$ cat config.mk
export PLATFORM = sky130hd
export DESIGN_NAME = encoder_4to2_seq_flat
export DESIGN_NICKNAME = d
export VERILOG_FILES = /design/src/rtl/encoder_4to2_seq_if.sv /design/src/rtl/encoder_4to2_seq.sv /design/src/flat_wrapper.sv
export SDC_FILE = /design/constraint.sdc
export NUM_CORES = 1
export LEC_CHECK = 0
export BUFFER_PORTS_ARGS = -buffer_cell sky130_fd_sc_hd__buf_2
export CAP_MARGIN = 40
export CELL_PAD_IN_SITES_DETAIL_PLACEMENT = 0
export CELL_PAD_IN_SITES_GLOBAL_PLACEMENT = 1
export CORE_AREA = 2 2 39 41
export DETAILED_ROUTE_END_ITERATION = 12
export DIE_AREA = 0 0 41 43
export PLACE_DENSITY_LB_ADDON = 0.1
export RECOVER_POWER = 25
export SKIP_CTS_REPAIR_TIMING = 1
export SYNTH_ARGS = -nofsm -noshare
export SYNTH_HDL_FRONTEND = slang
export SYNTH_SLANG_ARGS = --single-unit
export TNS_END_PERCENT = 100
$ cat constraint.sdc
create_clock -name clk -period 1.2 [get_ports clk]
set_input_delay 0.12 -clock clk [delete_from_list [all_inputs] [get_ports clk]]
set_output_delay 0.12 -clock clk [all_outputs]
set_load 0.05 [all_outputs]
$ cat src/rtl/encoder_4to2_seq_if.sv
// Encoded-index stream between encoder_4to2_seq and its consumer.
// The multi flag exists only when ENC_MULTI_ERR_EN is defined.
interface encoder_4to2_seq_if #(
    parameter int W = 2
) ();
    logic [W-1:0] x;
    logic         valid;
    logic         ready;
`ifdef ENC_MULTI_ERR_EN
    logic         multi;
`endif

    modport master (
        output x,
        output valid,
        input  ready
`ifdef ENC_MULTI_ERR_EN
        ,
        output multi
`endif
    );

    modport slave (
        input  x,
        input  valid,
        output ready
`ifdef ENC_MULTI_ERR_EN
        ,
        input  multi
`endif
    );
endinterface

$ cat src/rtl/encoder_4to2_seq.sv
// Registered priority encoder with sticky pending set and valid/ready output.
// Optional ENC_MULTI_ERR_EN adds a registered multi-hot request flag.
module encoder_4to2_seq #(
    parameter int N = 4,
    parameter int W = 2
) (
    input  logic                clk,
    input  logic                reset,
    input  logic [N-1:0]        m,
    encoder_4to2_seq_if.master  bus
);
    typedef enum logic {IDLE, HOLD} state_t;

    state_t       state, state_n;
    logic [W-1:0] x_q, x_n;
    logic [N-1:0] pend, pend_n;
    logic [N-1:0] a;
    logic [N-1:0] sel_bit;
    logic [W-1:0] sel;
    logic         free;

    // Highest set index of the merged request set wins.
    always_comb begin
        a       = pend | m;
        sel     = '0;
        sel_bit = '0;
        for (int unsigned i = 0; i < N; i++) begin
            if (a[i]) sel = W'(i);
        end
        sel_bit[sel] = 1'b1;
    end

    always_comb begin
        state_n = state;
        x_n     = x_q;
        pend_n  = a;
        free    = (state == IDLE) || bus.ready;
        if (free) begin
            if (a != '0) begin
                state_n = HOLD;
                x_n     = sel;
                pend_n  = a & ~sel_bit;
            end else begin
                state_n = IDLE;
                pend_n  = '0;
            end
        end
    end

    always_ff @(posedge clk or posedge reset) begin
        if (reset) begin
            state <= IDLE;
            x_q   <= '0;
            pend  <= '0;
        end else begin
            state <= state_n;
            x_q   <= x_n;
            pend  <= pend_n;
        end
    end

    assign bus.x     = x_q;
    assign bus.valid = (state == HOLD);

`ifdef ENC_MULTI_ERR_EN
    logic multi_q;

    always_ff @(posedge clk or posedge reset) begin
        if (reset) multi_q <= 1'b0;
        else       multi_q <= ($countones(m) > 1);
    end

    assign bus.multi = multi_q;
`endif
endmodule

$ cat src/flat_wrapper.sv
// flat-port wrapper written by rule: the top's interface ports become plain ports
module encoder_4to2_seq_flat 
#(
    parameter int N = 4,
    parameter int W = 2
)
  (clk, reset, m, bus_x, bus_valid, bus_ready);
  encoder_4to2_seq_if #(.W(W)) bus_i ();
  input  logic clk;
  input  logic reset;
  input  logic [N-1:0] m;
  output wire logic [$bits(bus_i.x)-1:0] bus_x;
  output wire logic [$bits(bus_i.valid)-1:0] bus_valid;
  input wire logic [$bits(bus_i.ready)-1:0] bus_ready;
  assign bus_x = bus_i.x;
  assign bus_valid = bus_i.valid;
  assign bus_i.ready = bus_ready;
  encoder_4to2_seq #(.N(N), .W(W)) u_core (.clk(clk), .reset(reset), .m(m), .bus(bus_i));
endmodule
# Word-level counts from Yosys, hierarchy flattened
# Index checks and enable logic that the tools add are counted.
dict set report op_classes {
  n_reduce_logical 4
  order_cmp 2
  muxes 8
  bitwise_logic 4
}
# operator count
set op_table {}
lappend op_table {{4-bit 2-to-1 mux} 2}
lappend op_table {{4-bit bitwise AND} 1}
lappend op_table {{2-bit 2-to-1 mux} 2}
lappend op_table {{4-bit NOT} 1}
lappend op_table {{4-bit bitwise OR} 1}
lappend op_table {{4-bit nonzero test} 1}
lappend op_table {{2-bit by 3-bit less-than comparator with 1-bit output, second input constant} 1}
lappend op_table {{1-bit 2-to-1 mux} 3}
lappend op_table {{1-bit demux with 2-bit select} 1}
lappend op_table {{2-bit by 1-bit greater-or-equal comparator with 1-bit output, second input constant} 1}
lappend op_table {{2-bit AND reduction} 1}
lappend op_table {{1-bit logical AND} 1}
lappend op_table {{1-bit logical OR} 1}
lappend op_table {{1-bit NOT} 1}
dict set report totals {
  word_cells 21
  in_bits 7
  out_inout_bits 3
  reg_bits 7
}

# Depth between registers and ports, before layout
dict set report logic_depth {
  word_depth 12
  mapped_depth 3
  depth_no_buf 3
}

# Worst setup path after synthesis
# Ideal clock, no wire load.
dict set report synth_timing {
  path_kind {reg2reg}
  start {register u_core.state (netlist: u_core.bus.valid)}
  end {register u_core.state (netlist: u_core.bus.valid)}
  stages_incl_launch_ff 4
  t_required_ps 1075
  slack_ps -71
  path_buffers 0
  t_arrival_ps 1146
  setup_time_ps 125
  path_cell_list {dfrtp_1 -> and2b_1 -> and4bb_1 -> nand2_1}
}
dict set report synth_via {
  elab_chain_len 2
}
# element line
set synth_lines {}
lappend synth_lines {{from (decl)} encoder_4to2_seq.sv:14} ;# state_t state, state_n;
lappend synth_lines {{from (signal assigned)} encoder_4to2_seq.sv:56} ;# state <= state_n;
lappend synth_lines {{1-bit NOT} encoder_4to2_seq.sv:37} ;# free = (state == IDLE) || bus.ready;
lappend synth_lines {{1-bit logical OR} encoder_4to2_seq.sv:37}
# No other way between the ends.
# A chain may end at the register's enable or synchronous reset.

# Final worst setup path
# Same ends and word-level chain as after synthesis.

==> summary.md <==
| Metric | Value |
|---|---|
| Status | `finished, final reports clean` |
| Vias | `249` |
| Critical path class | `reg -> reg` |
| Area share of the largest cell type after synthesis | `0.601` |
| NetSw | `138 uW` |
| Total CTS buffers | `3` |
| Crit-path max FO | `7` |
| Reg2reg setup slack | `110 ps` |
| Crit path capture type | `flip-flop` |
| Initial core utilization | `0.211` |
| # DRC | `0` |
| Slowest stage cell on the critical path | `dfrtp_2` |
| Yosys warning count | `0` |
| Initial DRC count | `1` |
| Worst r2r dst | `u_core.bus.valid` |
| PwrDens | `1350 mW/mm2` |
| All-Layer GR Usage | `0.102` |
| Tot Pwr | `544 uW` |
| CP startpoint | `u_core.bus.valid` |
| Clock latency on the worst-skew pair | `250 ps` |
| Area leader, netlist | `dfrtp_1` |
| Static leakage | `0.184 nW` |
| Routed Antenna Nets | `0` |
| First-pass GRT wire length | `1.11 mm` |
| Tmin final | `1090 ps` |
| Register share of total power | `0.469` |
| Sequential area share after synthesis | `0.601` |
| Internal power | `405 uW` |
| Largest net degree at the start of global routing | `8` |
| Synth top area cells | `dfrtp_1 60%, nor2_1 6.4%, a21boi_1 5.2%` |
| Post-route clock period utilization | `0.906` |
| DIE WIDTH | `41 um` |
| Cells after Synth | `28` |
| Fmax | `0.919 GHz` |
| Slew HR | `0.810` |
| Syn Area/Cell | `10.4 um2` |
| DIE AREA | `0.00176 mm2` |
| Max_cap viols | `0` |
| Drt wl/cell | `10.4 um` |
| Worst-Margin Slew | `284 ps` |
| Filler cells | `155` |
| Dpl hpwl | `478 um` |
| # rows | `14` |
| H-tree levels | `1` |
| CTS tree | `built` |
| Sw Share | `0.254` |
| Vias in the first global route | `276` |
| Power share of the clock group | `0.383` |
| Clk_skew | `6.65 ps` |
| Final hold vios | `0` |
| GPL Wtd Cong | `0.697` |
| RR Startpoint | `u_core.bus.valid` |
| Synthesized cell area | `292 um2` |
| Combinational share of power | `0.148` |
| Worst VDD drop | `0.833 mV` |
| FF+latch count, synth | `7` |
| Final Setup Violations | `0` |
| Share of cells above drive strength 1 | `0.326` |
| RSZ-0062 raised after global routing | `no` |
| WHS Path Cells | `3` |
| R2R depth | `3` |
| Final WL | `613 um` |
| Die H | `43 um` |
| Initial antenna violation count | `0` |
| Unique masters post-synth | `15` |
| Layout Nets | `51` |
| Setup TNS | `0 ps` |
| Via density | `4.22` |
| Area Growth Syn to Fin | `37.8%` |
| Data required, critical path | `1330 ps` |
| IO Count | `10` |
| CP peak stage delay | `390 ps` |
| Slew Limit Fails | `0` |
| TritonRoute pass-1 iters | `2` |
| Util after Layout | `0.290` |
| Syn Nets | `35` |
| Core Area | `0.00138 mm2` |
| CP Launch Type | `flip-flop` |
| Worst EP arrival | `1220 ps` |
| Clk root buf | `clkbuf_4` |
| IO buf count | `9` |
| Total grt overflow | `0` |
| CTS Sinks | `7` |
| Clock Pin Slew Worst Setup and Hold Paths | `50 ps` |
| CTS max path bufs | `2` |
| Ant. Diodes | `0` |
| Worst setup path endpoint | `u_core.bus.valid` |
| Min-Delay Path Class | `in -> reg` |
| Worst path cell trace | `and2b_1 -> and4bb_1 -> nand2_1` |
-- synth_stat cells (all sizes together) --
cell and instances:
nand2 2, and2b 1, nor4 1, nor2b 1, and4bb 1, or2 1
inv 2, nor3 1, nor2 5, a21boi 2, a21oi 1, a21o 1
o21ai 1, dfrtp 7, o22ai 1
-- worst max-delay path: cells and delay by family, from the launching register on --
kind / cells / cell delay (ps)
DFF: 1 / 390
and+or+nand+nor: 3 / 570
-- stage by stage --
| step | cell area (um2) | worst slack [ps] | instances | hold WS (ps) |
|---|---|---|---|---|
| 3_3_place_gp | 365 | 101 | 54 | 67.2 |
| 5_1_grt | 402 | 25.0 | 59 | 94.2 |
| 4_1_cts | 392 | 94.0 | 58 | -205 |
| 3_5_place_dp | 365 | 107 | 54 | 70.3 |
| 2_1_floorplan | 293 | 20.8 | 28 | -76.7 |
| 6_report | 402 | 112 | 59 | 104 |
-- routing by layer --
| metal | routed length (um) | vias up | GRT usage |
|---|---|---|---|
| li1 | - | 129 | - |
| met1 | 251 | 111 | 0.105 |
| met2 | 305 | 7 | 0.141 |
| met3 | 44 | 2 | 0.0785 |
| met4 | 11 | 0 | 0.0600 |
| met5 | 0 | - | 0 |
-- logic make-up (layout without fill, tap and decap cells) --
kind of cell,after synthesis,in the layout,synth area share
flops,7,7,0.601
compound gates,6,6,0.133
buf+inv,2,17,0.0258
simple gates,13,13,0.240
-- cell usage in the layout (no fill, tap or decap) --
master / n
buf_2: 9
dfrtp_1: 6
o22ai_1: 1
nor2_1: 5
and4bb_1: 1
dfrtp_2: 1
nand2_1: 2
inv_1: 2
clkbuf_4: 3
nor4_1: 1
a21o_1: 1
clkbuf_1: 1
a21oi_1: 1
a21boi_1: 2
buf_4: 1
or2_1: 1
nor3_1: 1
nor2b_1: 1
and2b_1: 1
dlygate4sd3_1: 1
o21ai_0: 1
-- worst min-delay path by stage --
| stage | start | to |
|---|---|---|
| finish | m[0] | u_core.bus.valid |
| global placement | reset | u_core.pend[0] |
| CTS | reset | u_core.pend[0] |
| detailed placement | reset | u_core.bus.x[0] |
| floorplan | reset | u_core.bus.x[0] |
| global route | m[0] | u_core.bus.valid |
-- power groups by stage --
stage	clock (mW)	sequential [mW]	combinational (mW)
after global placement	0	0.259	0.0802
after floorplan	0	0.283	0.0278
after CTS	0.225	0.255	0.0799
after global routing	0.246	0.258	0.0907
after detailed placement	0	0.259	0.0796
final	0.208	0.255	0.0807
-- area by class of cell --
class / count / area, um2 / share of cell area
inverters: 2 / 7.51 / 0.0187
repair buffers: 11 / 62.6 / 0.156
clock buffers: 4 / 26.3 / 0.0654
multi-input cells: 19 / 109 / 0.271
flip-flops and latches: 7 / 176 / 0.439
well taps: 16 / 20.0 / 0.0498
-- sequential cells by signal (all words and copies together) (netlist names) --
signal	cells
u_core.bus.x	2
u_core.bus.valid	1
u_core.pend	4
(Power assumes the default switching activity.)
